==> src/rtl/l2_port_arbiter_pkg.sv <==
// Shared LC3-b types for the L2 port arbiter: line/word types, FSM states and requester ids.
package l2_port_arbiter_pkg;

  localparam int unsigned LC3B_ADDR_WIDTH = 16;
  localparam int unsigned LC3B_LINE_WIDTH = 128;

  typedef logic [LC3B_ADDR_WIDTH-1:0] lc3b_word;
  typedef logic [LC3B_LINE_WIDTH-1:0] lc3b_line;

  typedef enum logic [1:0] {
    IDLE,
    SERVE_I,
    SERVE_D
  } l2_arb_state_t;

  typedef enum logic {
    REQ_I,
    REQ_D
  } l2_requester_t;

endpackage

==> src/rtl/l2_port_arbiter_sat_counter.sv <==
// Saturating up-counter with async active-low reset; holds at all-ones.
module sat_counter #(
  parameter int unsigned WIDTH = 16
) (
  input  logic             clk,
  input  logic             rst_n,
  input  logic             inc,
  output logic [WIDTH-1:0] count
);

  always_ff @(posedge clk or negedge rst_n) begin
    if (!rst_n) begin
      count <= '0;
    end else if (inc && (count != {WIDTH{1'b1}})) begin
      count <= count + WIDTH'(1);
    end
  end

endmodule

==> src/rtl/l2_port_arbiter.sv <==
// Round-robin arbiter sharing one L2 port between the I-side and D-side L1 miss handlers.
module l2_port_arbiter
  import l2_port_arbiter_pkg::*;
#(
  parameter int unsigned ADDR_WIDTH = 16,
  parameter int unsigned LINE_WIDTH = 128,
  parameter int unsigned CNT_WIDTH  = 16
) (
  input  logic                  clk,
  input  logic                  reset_n,
  input  logic                  i_read,
  input  logic [ADDR_WIDTH-1:0] i_address,
  output logic [LINE_WIDTH-1:0] i_rdata,
  output logic                  i_resp,
  input  logic                  d_read,
  input  logic                  d_write,
  input  logic [ADDR_WIDTH-1:0] d_address,
  input  logic [LINE_WIDTH-1:0] d_wdata,
  output logic [LINE_WIDTH-1:0] d_rdata,
  output logic                  d_resp,
  output logic                  l2_read,
  output logic                  l2_write,
  output logic [ADDR_WIDTH-1:0] l2_address,
  output logic [LINE_WIDTH-1:0] l2_wdata,
  input  logic [LINE_WIDTH-1:0] l2_rdata,
  input  logic                  l2_resp,
  output logic [CNT_WIDTH-1:0]  i_grant_cnt,
  output logic [CNT_WIDTH-1:0]  d_grant_cnt
);

  l2_arb_state_t state, next_state;
  l2_requester_t last_grant;
  logic          req_i, req_d;
  logic          grant_i, grant_d;

  assign i_rdata = l2_rdata;
  assign d_rdata = l2_rdata;

  always_ff @(posedge clk or negedge reset_n) begin
    if (!reset_n) begin
      state <= IDLE;
    end else begin
      state <= next_state;
    end
  end

  // Grant decision in IDLE; completion detect and response routing while serving.
  always_comb begin
    next_state = state;
    grant_i    = 1'b0;
    grant_d    = 1'b0;
    i_resp     = 1'b0;
    d_resp     = 1'b0;
    req_i      = i_read;
    req_d      = d_read | d_write;
    unique case (state)
      IDLE: begin
        if (req_i && req_d) begin
          if (last_grant == REQ_I) begin
            grant_d = 1'b1;
          end else begin
            grant_i = 1'b1;
          end
        end else if (req_d) begin
          grant_d = 1'b1;
        end else if (req_i) begin
          grant_i = 1'b1;
        end
        if (grant_d) begin
          next_state = SERVE_D;
        end else if (grant_i) begin
          next_state = SERVE_I;
        end
      end
      SERVE_I: begin
        if (l2_resp) begin
          i_resp     = 1'b1;
          next_state = IDLE;
        end
      end
      SERVE_D: begin
        if (l2_resp) begin
          d_resp     = 1'b1;
          next_state = IDLE;
        end
      end
      default: next_state = IDLE;
    endcase
  end

  // Command register: captured on the granting edge, held until the L2 completes.
  always_ff @(posedge clk or negedge reset_n) begin
    if (!reset_n) begin
      l2_read    <= 1'b0;
      l2_write   <= 1'b0;
      l2_address <= '0;
      l2_wdata   <= '0;
      last_grant <= REQ_I;
    end else if (grant_d) begin
      l2_address <= d_address;
      l2_write   <= d_write;
      l2_read    <= ~d_write;
      if (d_write) begin
        l2_wdata <= d_wdata;
      end
      last_grant <= REQ_D;
    end else if (grant_i) begin
      l2_address <= i_address;
      l2_write   <= 1'b0;
      l2_read    <= 1'b1;
      last_grant <= REQ_I;
    end else if (i_resp || d_resp) begin
      l2_read  <= 1'b0;
      l2_write <= 1'b0;
    end
  end

  sat_counter #(
    .WIDTH(CNT_WIDTH)
  ) u_i_cnt (
    .clk  (clk),
    .rst_n(reset_n),
    .inc  (i_resp),
    .count(i_grant_cnt)
  );

  sat_counter #(
    .WIDTH(CNT_WIDTH)
  ) u_d_cnt (
    .clk  (clk),
    .rst_n(reset_n),
    .inc  (d_resp),
    .count(d_grant_cnt)
  );

endmodule

==> config.mk <==
export PLATFORM = sky130hd
export DESIGN_NAME = l2_port_arbiter
export DESIGN_NICKNAME = d
export VERILOG_FILES = /design/src/rtl/l2_port_arbiter_pkg.sv /design/src/rtl/l2_port_arbiter_sat_counter.sv /design/src/rtl/l2_port_arbiter.sv
export SDC_FILE = /design/constraint.sdc
export NUM_CORES = 1
export LEC_CHECK = 0
export ABC_AREA = 1
export CAP_MARGIN = 10
export CELL_PAD_IN_SITES_DETAIL_PLACEMENT = 0
export CELL_PAD_IN_SITES_GLOBAL_PLACEMENT = 1
export CORE_AREA = 2 2 282 284
export CTS_CLUSTER_SIZE = 40
export DETAILED_ROUTE_END_ITERATION = 10
export DIE_AREA = 0 0 284 286
export PLACE_DENSITY_LB_ADDON = 0.1
export SLEW_MARGIN = 20
export SYNTH_ARGS = -nofsm -noshare
export SYNTH_HDL_FRONTEND = slang
export SYNTH_HIERARCHICAL = 1
export SYNTH_SLANG_ARGS = --single-unit
export TNS_END_PERCENT = 10
==> constraint.sdc <==
create_clock -name clk -period 1.5 [get_ports clk]
set_input_delay 0.15 -clock clk [delete_from_list [all_inputs] [get_ports clk]]
set_output_delay 0.15 -clock clk [all_outputs]
set_load 0.02 [all_outputs]
; ---- Word-level counts from Yosys, hierarchy flattened
; Cells that the tools add are included.
[word_totals]
regBits = 181
output_inout_bits = 436
word_cells = 55
[classes]
n_addsub = 2
eq_ne = 6
mux = 27
bitwise = 2
n_reduce_logical = 10
[op_table]
columns = op, count
row1 = $add 16x1->16 const B, 2
row2 = $mux 16, 2
row3 = $ne 16x16->1 const B, 2
row4 = $mux 1, 21
row5 = $mux 2, 3
row6 = $pmux 2 s2, 1
row7 = $reduce_and 2->1, 2
row8 = $logic_and 1x1->1, 3
row9 = $ne 3x3->1 const B, 1
row10 = $reduce_bool 3->1, 1
row11 = $eq 2x1->1 const B, 1
row12 = $eq 2x2->1 const B, 1
row13 = $logic_not 2->1, 1
row14 = $ne 2x1->1 const B, 1
row15 = $reduce_bool 2->1, 1
row16 = $reduce_or 2->1, 1
row17 = $logic_or 1x1->1, 1
row18 = $not 1->1, 1
row19 = $or 1x1->1, 1

; ---- Depth between registers and ports, before layout
[logic_depth]
depth_word = 7
depth_mapped = 12
ltp_nobuf = 12

; ---- By module
; The synthesis kept the hierarchy.
[modules_own_cells]
columns = mod, n_inst, cells_each, area_each_um2, seq_area_each_um2
row1 = l2_port_arbiter, 1, 978, 8001.4, 3728.6
row2 = sat_counter, 2, 149, 1058.5, 400.4

; ---- Worst setup path after synthesis
; Ideal clock, no wire load.
[synth_timing]
path_type = reg2reg
start = reg u_i_cnt.count[0]
end = reg u_i_cnt.count[6]
arrival_time_ps = 1485
path_slack_ps = -102
path_stages_with_launch = 10
synth_period_minus_slack_ps = 1602
cell_sequence = dfrtp_1 ha_1 inv_2 nor2_4 nand2_2 nor2_4 nor2_4 buf_6 nand2_1 nand2_1
[synth_between]
elab_chain_len = 2
[synth_lines]
columns = element, line
row1 = start: declaration, l2_port_arbiter_sat_counter.sv:8  ; output logic [WIDTH-1:0] count
row2 = start signal: assignment, l2_port_arbiter_sat_counter.sv:15  ; count <= count + WIDTH'(1);
row3 = branches (longest 2 deep; another with $add 16x1->16), n/a
; Several ways; the timed one is not identified.
; A chain may end at the register's enable or synchronous reset.

; ---- Final worst setup path
[layout_timing]
start = reg state[1]
end = out d_resp
[layout_between]
elab_chain_len = 2
[layout_lines]
columns = element, line
row1 = start: declaration, l2_port_arbiter.sv:31  ; l2_arb_state_t state, next_state;
row2 = start signal: assignment, l2_port_arbiter.sv:43  ; state <= next_state;
row3 = $eq 2x2->1, l2_port_arbiter.sv:56  ; unique case (state)
row4 = $mux 1, l2_port_arbiter.sv:56
row5 = end: declaration, l2_port_arbiter.sv:20  ; output logic d_resp,
; No other way between the ends.

==> impl_metrics.py <==
metrics = {
    "worst_setup_path": {
        "cpMaxStageDelayCell": "dfrtp_1",
        "crit_buf_inv": 5,
        "path_class": "flop to primary output",
        "critPathRequiredTime_ps": 1350,
        "crit_fanout": 2,
        "path_common_cell": "buf_6",
        "max_stage_delay_ps": 400,
        "path_cells": "buf_6 -> ha_4 -> nand2_2 -> inv_2 -> buf_6 -> buf_6 -> buf_6",
        "crit_family": "buffers and inverters",
        "reg2reg_slack_ps": -210,
        "worstPathArrival_ps": 1590,
        "crit_path_start_kind": "flop",
        "end_kind": "primary output",
    },
    "sta": {
        "post-route-min-period_ps": 1740,
        "period_share_pct": 116,
        "worst_pin_slew_ps": 348,
        "rsz0062_at_grt": "true",
        "hold_violations": 0,
        "final.setup.worst_slack_ps": -243,
        "slew_headroom_pct": 76.8,
        "slew_violations": 0,
        "fmax_mhz": 574,
        "fin_skew_ps": 20.4,
        "setup_violations": 150,
    },
    "drt": {
        "drtIter0Drc": 264,
        "via_count": 8161,
        "drc": 0,
        "final_antenna_net_count": 0,
        "drt_wl_total_um": 43400,
        "routed_via_density": 3.20,
        "drt_pre_antenna_iters": 4,
        "wire_per_inst_um": 17.0,
    },
    "power_and_ir_drop": {
        "p_total_mw": 26.7,
        "cellPowerDensity_mw_per_mm2": 1810,
        "ir_drop_mv": 0.607,
        "leakagePower_nw": 7.27,
    },
    "status": {
        "status": "finished, violations left",
        "violations": "negative setup slack",
    },
    "clock_tree": {
        "clk_pin_slew_worst_paths_ps": 90,
        "numCtsBuffers": 17,
        "clk-insertion-delay-late_ps": 500,
        "tritoncts": "done",
        "cts_sinks": 181,
        "clockBufferDepth": 2,
        "cts-htree-levels": 4,
        "clockRootBuffer": "clkbuf_16",
    },
    "synthesis": {
        "syn-instance-count": 1276,
        "syn-num-nets": 1575,
        "ys_types": 22,
        "syn_avg_cell_area_um2": 7.93,
        "yosys_warnings": 6,
        "ys_seq_area_share_pct": 44.8,
        "synth_area_mm2": 0.0101,
        "synth_seq_cells": 181,
    },
    "grt": {
        "grt_max_degree": 51,
        "grt_pass1_vias": 8786,
        "grt.total_usage_pct": 10.4,
        "antenna_found_initial": 3,
        "grt_pass1_wl_um": 61400,
        "grt-ovfl-total": 0,
    },
    "layout": {
        "fin_area_mm2": 0.0148,
        "fin_cells": 2549,
        "drive_gt1_share_pct": 19.2,
        "syn_to_final_growth_pct": 45.9,
        "fin_nets": 1785,
        "n_antenna_cell": 0,
    },
    "placement": {
        "portBuffers": 345,
        "placed_cells": 2476,
        "gp_congestion": 0.708,
        "place_worst_setup_slack_ps": -252,
        "dpl_cell_area_mm2": 0.0137,
        "dp_hpwl_um": 32000,
    },
    "floorplan": {
        "die_h_um": 286,
        "pin_count": 730,
        "die-area_mm2": 0.0812,
        "die_w_um": 284,
        "fp-row-count": 103,
        "initial_core_util_pct": 12.9,
        "core_mm2": 0.0784,
    },
    "min_path": {
        "hp-class": "input port to asynchronous set/reset pin",
    },
    "run": {
        "drv_cap": 0,
    },
}
==> worst reg2reg max path, stage by stage (launching register included) <==
cell and delay [ps]:
dfrtp_1 390, inv_2 70, buf_4 100, ha_2 170, buf_6 110, nand3_4 80, nor2_4 140, buf_12 130
buf_16 160, clkbuf_16 200, nand2_1 50, nand2_1 50
==> per-stage QoR <==
step,TNS [ps],util (%),hold slack (ps)
after detailed placement,-26000,17.4,80.6
after CTS,-25590,18.3,70.2
after global routing,-38240,18.8,112
final,-20750,18.8,106
after floorplan,-382,-,-146
after global placement,-28190,17.4,77.6
==> cell type report <==
| class | count | area [um2] |
|---|---|---|
| inverter | 70 | 265 |
| multi-input combinational | 731 | 3250 |
| tap | 1050 | 1310 |
| clock buffer | 17 | 425 |
| sequential | 181 | 4550 |
| clock inverter | 15 | 195 |
| fill | 8890 | 63600 |
| timing repair buffer | 485 | 4760 |
==> layer usage <==
metal	track usage (%)	part of all wire [%]
met1	12.0	41
met5	0	0.090
met2	17.3	50
met3	4.61	7.9
met4	3.37	1.6
==> flip-flops by register name, summed over array words and instances (netlist names) <==
name           cells
l2_wdata         128
l2_address        16
u_d_cnt/count     16
u_i_cnt/count     16
state              2
l2_read            1
l2_write           1
last_grant         1
==> Yosys cell counts, drive strengths merged <==
library cell,number,area (um2)
o21ai,19,110
nand4,13,111
nand2,599,2270
xor2,2,17.5
xnor2,10,87.6
inv,70,263
nor2,46,250
ha,5,62.6
nand3,37,198
clkbuf,1,3.75
buf,293,2210
dfrtp,181,4530
==> cell families (layout without fill, tap and decap cells) <==
group	count (synthesis)	in the layout	synth area share (%)
compound gates	19	19	1.09
xor+xnor	12	12	1.04
fa+ha+maj	5	5	0.618
buf+inv	364	587	24.5
flops	181	181	44.8
simple gates	695	695	28.0
==> layout by cell type, fill, tap and decap left out, types with 15 or more instances in the layout <==
master and instances:
clkbuf_16 25, nor2_1 23, buf_4 92, dfrtp_2 15, nand3_1 31, buf_2 19
buf_12 19, dfrtp_1 166, nand2_1 582, clkdlybuf4s50_1 164, dlygate4sd2_1 132, inv_1 61
buf_6 18
==> worst paths after layout <==
check,startpoint,endpoint,cells past startpoint
worst min-delay path,reset_n,l2_wdata[109],2
worst max register to register,state[0],l2_wdata[26],11
worst max-delay path,state[1],d_resp,7
worst min register to register,l2_address[8],l2_address[8],2
max in group asynchronous,reset_n,l2_wdata[46],3
min in group clk,d_wdata[125],l2_wdata[125],3
==> power breakdown <==
part / leakage (nW) / internal (mW) / switching [mW]
clock: 0.298 / 2.31 / 2.72
combinational: 4.73 / 5.58 / 7.93
sequential: 2.24 / 6.99 / 1.20
==> what timing repair did <==
action	in CTS	in global routing
hold buffers	1	0
cloned	0	8
hold endpoints to repair	181	0
gates resized for setup	310	49
setup endpoints to repair	331	196
buffers inserted	21	11
pin swaps	2	9
Note: power is estimated with default switching activity, not from simulation.
